[src/rtl/mem_port_arbiter_if.sv]
// rtl/mem_port_arbiter_if.sv - request, steering and completion signals of the shared memory port
interface mem_port_arbiter_if #(
    parameter int ADDR_W = 64,
    parameter int DATA_W = 64
);
    logic              req0;
    logic              req1;
    logic [ADDR_W-1:0] addr0;
    logic [ADDR_W-1:0] addr1;
    logic [DATA_W-1:0] wdata0;
    logic [DATA_W-1:0] wdata1;
    logic              we0;
    logic              we1;
    logic              mem_ready;
    logic [DATA_W-1:0] mem_rdata;
    logic              mem_valid;
    logic [ADDR_W-1:0] mem_addr;
    logic [DATA_W-1:0] mem_wdata;
    logic              mem_we;
    logic              mem_sel;
    logic              gnt0;
    logic              gnt1;
    logic              done0;
    logic              done1;
    logic [DATA_W-1:0] rdata;

    modport slave (
        input  req0, req1, addr0, addr1, wdata0, wdata1, we0, we1, mem_ready, mem_rdata,
        output mem_valid, mem_addr, mem_wdata, mem_we, mem_sel, gnt0, gnt1, done0, done1, rdata
    );

    modport master (
        output req0, req1, addr0, addr1, wdata0, wdata1, we0, we1, mem_ready, mem_rdata,
        input  mem_valid, mem_addr, mem_wdata, mem_we, mem_sel, gnt0, gnt1, done0, done1, rdata
    );
endinterface

[src/rtl/mem_port_arbiter.sv]
// rtl/mem_port_arbiter.sv - two-requester round-robin arbiter for the single shared memory port
module mem_port_arbiter #(
    parameter int ADDR_W = 64,
    parameter int DATA_W = 64
) (
    input  logic                clk,
    input  logic                reset,
    mem_port_arbiter_if.slave   bus
);
    typedef enum logic [1:0] {
        IDLE  = 2'd0,
        BUSY0 = 2'd1,
        BUSY1 = 2'd2
    } state_t;

    state_t r_state;
    logic   r_prio;
    logic   r_gnt0;
    logic   r_gnt1;
    logic   r_valid;
    logic   r_sel;

    logic [ADDR_W-1:0] w_addr;
    logic [DATA_W-1:0] w_wdata;
    logic              w_we;
    logic              w_pick0;

    // Requester 0 wins when alone or when a tie falls to it.
    assign w_pick0 = bus.req0 && (!bus.req1 || !r_prio);

    always_ff @(posedge clk) begin
        if (reset) begin
            r_state <= IDLE;
            r_prio  <= 1'b0;
            r_gnt0  <= 1'b0;
            r_gnt1  <= 1'b0;
            r_valid <= 1'b0;
            r_sel   <= 1'b0;
        end else begin
            case (r_state)
                IDLE: begin
                    if (w_pick0) begin
                        r_state <= BUSY0;
                        r_gnt0  <= 1'b1;
                        r_valid <= 1'b1;
                        r_sel   <= 1'b0;
                    end else if (bus.req1) begin
                        r_state <= BUSY1;
                        r_gnt1  <= 1'b1;
                        r_valid <= 1'b1;
                        r_sel   <= 1'b1;
                    end
                end
                BUSY0: begin
                    if (bus.mem_ready) begin
                        r_state <= IDLE;
                        r_gnt0  <= 1'b0;
                        r_valid <= 1'b0;
                        r_prio  <= 1'b1;
                    end
                end
                BUSY1: begin
                    if (bus.mem_ready) begin
                        r_state <= IDLE;
                        r_gnt1  <= 1'b0;
                        r_valid <= 1'b0;
                        r_sel   <= 1'b0;
                        r_prio  <= 1'b0;
                    end
                end
                default: begin
                    r_state <= IDLE;
                    r_gnt0  <= 1'b0;
                    r_gnt1  <= 1'b0;
                    r_valid <= 1'b0;
                    r_sel   <= 1'b0;
                end
            endcase
        end
    end

    // Mux bank: select rests at 0 in IDLE, so requester 0 values show through.
    assign w_addr  = r_sel ? bus.addr1  : bus.addr0;
    assign w_wdata = r_sel ? bus.wdata1 : bus.wdata0;
    assign w_we    = r_sel ? bus.we1    : bus.we0;

    assign bus.mem_valid = r_valid;
    assign bus.mem_addr  = w_addr;
    assign bus.mem_wdata = w_wdata;
    assign bus.mem_we    = r_valid & w_we;
    assign bus.mem_sel   = r_sel;
    assign bus.gnt0      = r_gnt0;
    assign bus.gnt1      = r_gnt1;
    assign bus.done0     = r_gnt0 & bus.mem_ready;
    assign bus.done1     = r_gnt1 & bus.mem_ready;
    assign bus.rdata     = bus.mem_rdata;
endmodule

[src/flat_wrapper.sv]
// flat-port wrapper written by rule: the top's interface ports become plain ports
module mem_port_arbiter_flat 
#(
    parameter int ADDR_W = 64,
    parameter int DATA_W = 64
)
  (clk, reset, bus_req0, bus_req1, bus_addr0, bus_addr1, bus_wdata0, bus_wdata1, bus_we0, bus_we1, bus_mem_ready, bus_mem_rdata, bus_mem_valid, bus_mem_addr, bus_mem_wdata, bus_mem_we, bus_mem_sel, bus_gnt0, bus_gnt1, bus_done0, bus_done1, bus_rdata);
  mem_port_arbiter_if #(.ADDR_W(ADDR_W), .DATA_W(DATA_W)) bus_i ();
  input  logic clk;
  input  logic reset;
  input wire logic [$bits(bus_i.req0)-1:0] bus_req0;
  input wire logic [$bits(bus_i.req1)-1:0] bus_req1;
  input wire logic [$bits(bus_i.addr0)-1:0] bus_addr0;
  input wire logic [$bits(bus_i.addr1)-1:0] bus_addr1;
  input wire logic [$bits(bus_i.wdata0)-1:0] bus_wdata0;
  input wire logic [$bits(bus_i.wdata1)-1:0] bus_wdata1;
  input wire logic [$bits(bus_i.we0)-1:0] bus_we0;
  input wire logic [$bits(bus_i.we1)-1:0] bus_we1;
  input wire logic [$bits(bus_i.mem_ready)-1:0] bus_mem_ready;
  input wire logic [$bits(bus_i.mem_rdata)-1:0] bus_mem_rdata;
  output wire logic [$bits(bus_i.mem_valid)-1:0] bus_mem_valid;
  output wire logic [$bits(bus_i.mem_addr)-1:0] bus_mem_addr;
  output wire logic [$bits(bus_i.mem_wdata)-1:0] bus_mem_wdata;
  output wire logic [$bits(bus_i.mem_we)-1:0] bus_mem_we;
  output wire logic [$bits(bus_i.mem_sel)-1:0] bus_mem_sel;
  output wire logic [$bits(bus_i.gnt0)-1:0] bus_gnt0;
  output wire logic [$bits(bus_i.gnt1)-1:0] bus_gnt1;
  output wire logic [$bits(bus_i.done0)-1:0] bus_done0;
  output wire logic [$bits(bus_i.done1)-1:0] bus_done1;
  output wire logic [$bits(bus_i.rdata)-1:0] bus_rdata;
  assign bus_i.req0 = bus_req0;
  assign bus_i.req1 = bus_req1;
  assign bus_i.addr0 = bus_addr0;
  assign bus_i.addr1 = bus_addr1;
  assign bus_i.wdata0 = bus_wdata0;
  assign bus_i.wdata1 = bus_wdata1;
  assign bus_i.we0 = bus_we0;
  assign bus_i.we1 = bus_we1;
  assign bus_i.mem_ready = bus_mem_ready;
  assign bus_i.mem_rdata = bus_mem_rdata;
  assign bus_mem_valid = bus_i.mem_valid;
  assign bus_mem_addr = bus_i.mem_addr;
  assign bus_mem_wdata = bus_i.mem_wdata;
  assign bus_mem_we = bus_i.mem_we;
  assign bus_mem_sel = bus_i.mem_sel;
  assign bus_gnt0 = bus_i.gnt0;
  assign bus_gnt1 = bus_i.gnt1;
  assign bus_done0 = bus_i.done0;
  assign bus_done1 = bus_i.done1;
  assign bus_rdata = bus_i.rdata;
  mem_port_arbiter #(.ADDR_W(ADDR_W), .DATA_W(DATA_W)) u_core (.clk(clk), .reset(reset), .bus(bus_i));
endmodule
[config.mk]
export PLATFORM = sky130hd
export DESIGN_NAME = mem_port_arbiter_flat
export DESIGN_NICKNAME = d
export VERILOG_FILES = /design/src/rtl/mem_port_arbiter_if.sv /design/src/rtl/mem_port_arbiter.sv /design/src/flat_wrapper.sv
export SDC_FILE = /design/constraint.sdc
export NUM_CORES = 1
export LEC_CHECK = 0
export ABC_AREA = 1
export CAP_MARGIN = 0
export CELL_PAD_IN_SITES_DETAIL_PLACEMENT = 0
export CELL_PAD_IN_SITES_GLOBAL_PLACEMENT = 1
export CORE_AREA = 4 4 203 205
export CTS_CLUSTER_SIZE = 25
export DETAILED_ROUTE_END_ITERATION = 7
export DIE_AREA = 0 0 207 209
export GPL_TIMING_DRIVEN = 0
export PLACE_DENSITY = 0.58
export SYNTH_ARGS = -nofsm -noshare
export SYNTH_HDL_FRONTEND = slang
export SYNTH_SLANG_ARGS = --single-unit
[constraint.sdc]
create_clock -name clk -period 1.3 [get_ports clk]
set_clock_uncertainty 0.05 [all_clocks]
set_input_delay 0.26 -clock clk [delete_from_list [all_inputs] [get_ports clk]]
set_output_delay 0.26 -clock clk [all_outputs]
set_load 0.01 [all_outputs]
== Word-level counts from Yosys, hierarchy flattened ==
Index checks and enable logic that the tools add are counted.
Word-level totals
  register bits: 7
  output and inout port bits: 199
  logic and storage cells: 51
Operators by class
  equal/unequal tests: 9
  muxes and demuxes: 19
  bitwise gates (word level): 5
  reductions and logical operators: 12
Operators with widths (count)
  $mux 64: 2
  $pmux 1 s3: 3
  $reduce_and 3->1: 3
  $mux 1: 8
  $ne 2x2->1 const B: 4
  $mux 2: 3
  $ne 2x1->1 const B: 2
  $pmux 1 s2: 2
  $pmux 2 s2: 1
  $reduce_and 4->1: 1
  $and 1x1->1: 3
  $ne 3x2->1 const B: 1
  $eq 2x1->1 const B: 1
  $eq 2x2->1 const B: 1
  $logic_not 1->1: 2
  $logic_not 2->1: 1
  $not 1->1: 2
  $reduce_and 2->1: 1
  $reduce_bool 2->1: 1
  $reduce_or 2->1: 1
  $logic_and 1x1->1: 1
  $logic_or 1x1->1: 1

== Logic depth before layout (Yosys ltp) ==
  depth after elaboration: 5
  depth in mapped cells: 8
  gate-level depth less buffers: 7

== Least setup slack after synthesis ==
Ideal clock, no wire load.
  path type: flip-flop to output port
  start point: register u_core.r_sel, in the netlist u_core.bus.mem_sel
  end point: output port bus_mem_addr[0]
  arrival: 0.953 ns
  required time: 0.990 ns
  path slack: 0.037 ns
  cell stages (with the launch flop): 6
  buffers on the path: 3
  path through: dfxtp_1 > buf_4 > buf_4 > buf_2 > nand2_1 > nand2_1
Between the ends
  longest elaborated chain between the ends: 1
Ends and longest elaborated chain
  from (decl): RTL line mem_port_arbiter.sv:21  | logic r_sel;
  from (signal assigned): RTL line mem_port_arbiter.sv:38  | r_sel <= 1'b0;
  from (signal assigned): RTL line mem_port_arbiter.sv:46  | r_sel <= 1'b0;
  from (signal assigned): RTL line mem_port_arbiter.sv:51  | r_sel <= 1'b1;
  $mux 64: RTL line mem_port_arbiter.sv:83  | assign w_addr = r_sel ? bus.addr1 : bus.addr0;
  to (decl): RTL line flat_wrapper.sv:22  | output wire logic [$bits(bus_i.mem_addr)-1:0] bus_mem_addr;
Every way passes these cells.

== Final worst setup path ==
  start point: register u_core.r_sel, in the netlist u_core.bus.mem_sel
  end point: output port bus_mem_wdata[60]
Between the ends
  longest elaborated chain between the ends: 1
Ends and longest elaborated chain
  $mux 64: RTL line mem_port_arbiter.sv:84  | assign w_wdata = r_sel ? bus.wdata1 : bus.wdata0;
  to (decl): RTL line flat_wrapper.sv:23  | output wire logic [$bits(bus_i.mem_wdata)-1:0] bus_mem_wdata;
Every way passes these cells.

==> metrics.txt <==
final hold viol count 0; clock-pin slew on the worst setup and hold paths around 40 ps; latest clock arrival within the worst-skew pair approximately 230 ps; post-synthesis share of cell area spent on full adders, half adders and majority gates 0.01462; cells after synthesis around 540; Clock Sinks 7; cell internal power dissipation ~4700 uW; Critical Path End Type output pin; total global-route track usage 0.09314; clock root buffer clkbuf_16; fin crit period about 1800 ps; switching portion of total power 0.4122; post-synthesis compound-gate area fraction 0.01949; routed length per placed instance 14.26 um; post-synthesis to final-layout area growth 261.8%; cell types occupying the most area after synthesis nand2_1 (59%), buf_4 (20%), dfxtp_1 (5.5%); global route total overflow 0; post-synthesis net count 873; Placeable Area roughly 40000 sq um; Placed Instances between 1500 and 2000; Pwr per Cell Area 857.3 nW/um^2; length in cells of the worst reg-to-reg path 6; r2r setup slk approximately 80 ps; number of distinct standard cells referenced by the synthesized netlist 15; RSZ-0062 raised after global routing true; global placer's final weighted congestion between 0.8 and 0.9; library cell with the highest instance count after synthesis nand2_1; list of most frequent post-synthesis cells nand2_1 (402), buf_4 (68), buf_2 (13); final cell count without fillers 1584; pin count of the biggest net entering global routing 11; Max Cap Violations 0; starting density of the core 0.06507; filler cell count in the final layout ~4400; NetSw 3283 uW; number of nets in the layout 1390; Worst Path Max Fanout 5; combinational power share 0.896; Setup crit start kind flip-flop; Seq/Total Area, Yosys 0.05458; hold_ws just over 400 ps; critical path arrival approximately 1500 ps; synthesized-area fraction occupied by xor and xnor cells 0; fraction of final layout cells with drive strength greater than 1 0.4193; slew at the pin with the worst max-slew slack 194.8 ps; sequential share of power 0.037; post-route DRC violation count 0; hold-fix buffers at CTS 0; Peak supply drop ~0.0004 V; n_diodes 0; Final Routed Wirelength 22.59 mm; number of nets with antenna violations after routing 0; row cnt 73; width of the chip roughly 210 um; number of buffers on the longest clock path 2; required arrival time at the worst endpoint around 1000 ps; dominant combinational cell family by area after synthesis simple AND/OR/NAND/NOR gates; worst min-delay path category reg -> reg; cell count of the worst hold path 2; number of buffers created by CTS 3; period utilisation layout 1.373; cell taking the most area after synthesis nand2_1; share of synthesized cell area in and, or, nand and nor gates 0.6140; die area roughly 43000 sq um; number of detailed-route iterations in the first pass 4; highest attainable clock frequency around 0.56 GHz; via total after detailed routing approximately 5100; count of pins on the block boundary between 500 and 600; count of buffers inserted at the top-level ports ~460; antenna violations before repair 0; share of flip-flops with an asynchronous set or reset 0; clock network fraction of design power 0.067; final worst-path setup slack -484.6 ps; relative slew slack 0.8697; crit path kind reg -> out; Lkg Pwr about 0.0045 uW; DRC marker count from the first detailed-route iteration about 140; Setup TNS Final -50730 ps; fraction of synthesized cell area taken by the top area cell type 0.5877; number of enable-type register cells in the synthesized netlist 0; Yosys warning count 0; Final Max Slew Viols 0; Netlist Area Pre-Place between 2000 and 3000 sq um; outcome finished, violations left; violations in the final reports negative setup slack; register bit total from synthesis 7; vertical extent of the die between 200 and 250 um; count of endpoints failing setup in the final report roughly 130; Avg Vias per Cell 3.222; proportion of synthesized area in mux cells 0; CTS tree done; via count of the first global-routing pass slightly above 5000; post-layout total power 7965 uW; H-tree levels 1; most frequently used flop master after synthesis dfxtp_1; half-perimeter wire length after placement 17.65 mm; mean area per synthesized cell ~4.7 sq um; wire length of the first global-routing pass roughly 32 mm
-- critical path: stages, from the launching register on --
cell and delay (ps):
dfxtp_2 330, buf_12 140, buf_16 140, buf_12 130
buf_12 140, buf_12 130, nand2_2 40, nand2_1 40
buf_2 130
-- cell type report --
type	instances	area, sq um	area share
flip-flops and latches	7	145.1	0.01562
plain buffers	90	878.3	0.09455
inverters	13	56.30	0.006061
repair buffers	516	5220	0.5619
well taps	525	656.9	0.07071
clock buffers	4	78.83	0.008485
multi-input cells	429	2255	0.2427
-- cells by family (layout without fill, tap and decap cells) --
logic type / after synthesis / in the layout
adder cells (fa/ha/maj): 3 / 3
AND/OR/NAND/NOR: 416 / 416
flip-flops: 7 / 7
AO/OA/AOI/OAI: 10 / 10
buffers and inverters: 107 / 623
-- routing by layer --
layer,track usage,share of wire,vias to the layer above,wire (um)
met5,0,0,-,0
met4,0.01391,0.014,0,326
met3,0.02342,0.071,19,1594
met2,0.1740,0.52,260,11710
met1,0.1095,0.40,2239,8953
li1,-,-,2585,-
-- metrics by stage --
step | utilization | cell area (sq um) | setup WS [ps]
6_report | 0.2354 | 9290 | -484.6
3_3_place_gp | 0.1987 | 7839 | -890.8
2_1_floorplan | - | 2567 | 36.81
3_5_place_dp | 0.1987 | 7839 | -953.8
4_1_cts | 0.2255 | 8896 | -527.9
5_1_grt | 0.2354 | 9290 | -540.2
-- worst paths after layout --
path                                    startpoint                 to
worst max-delay path            u_core.bus.mem_sel  bus_mem_wdata[60]
worst min-delay path                 u_core.r_prio      u_core.r_prio
worst max register to register   u_core.r_state[1]  u_core.r_state[1]
worst min register to register       u_core.r_prio      u_core.r_prio
-- placed cells by master (no fill, tap or decap), types with 2 or more instances in the layout --
master / Yosys / final
a21oi_1: 7 / 5
nor2_1: 7 / 6
buf_16: 0 / 9
nand2_4: 0 / 36
dlygate4sd2_1: 0 / 4
o21ai_0: 3 / 3
buf_12: 0 / 18
buf_6: 12 / 76
clkdlybuf4s15_2: 0 / 2
nand2_2: 0 / 119
buf_2: 13 / 71
nand2_1: 402 / 247
nand3_1: 5 / 5
clkbuf_16: 0 / 5
inv_1: 12 / 11
buf_4: 68 / 74
clkdlybuf4s50_1: 0 / 325
dfxtp_1: 7 / 3
a21oi_2: 0 / 2
ha_1: 3 / 3
dfxtp_2: 0 / 4
buf_8: 0 / 23
-- sequential cells by signal, summed over array words and instances, names as in the netlist --
| signal | cells |
|---|---|
| u_core.bus.mem_valid | 1 |
| u_core.bus.gnt1 | 1 |
| u_core.bus.gnt0 | 1 |
| u_core.r_prio | 1 |
| u_core.r_state | 2 |
| u_core.bus.mem_sel | 1 |
-- power groups by stage --
| stage | clock, uW | sequential [uW] | combinational, uW |
|---|---|---|---|
| 4_1_cts | 543 | 293 | 6850 |
| 2_1_floorplan | 0 | 293 | 2110 |
| 3_3_place_gp | 0 | 289 | 5430 |
| 6_report | 532 | 296 | 7140 |
| 3_5_place_dp | 0 | 292 | 5400 |
| 5_1_grt | 550 | 301 | 7650 |
-- repair_timing --
item                                    4_1_cts  5_1_grt
resized for setup                           814       89
gates cloned                                 13        2
endpoints found under the setup margin      136      136
pin swaps                                    55       12
setup buffers                                32       10
(Power assumes the default switching activity.)
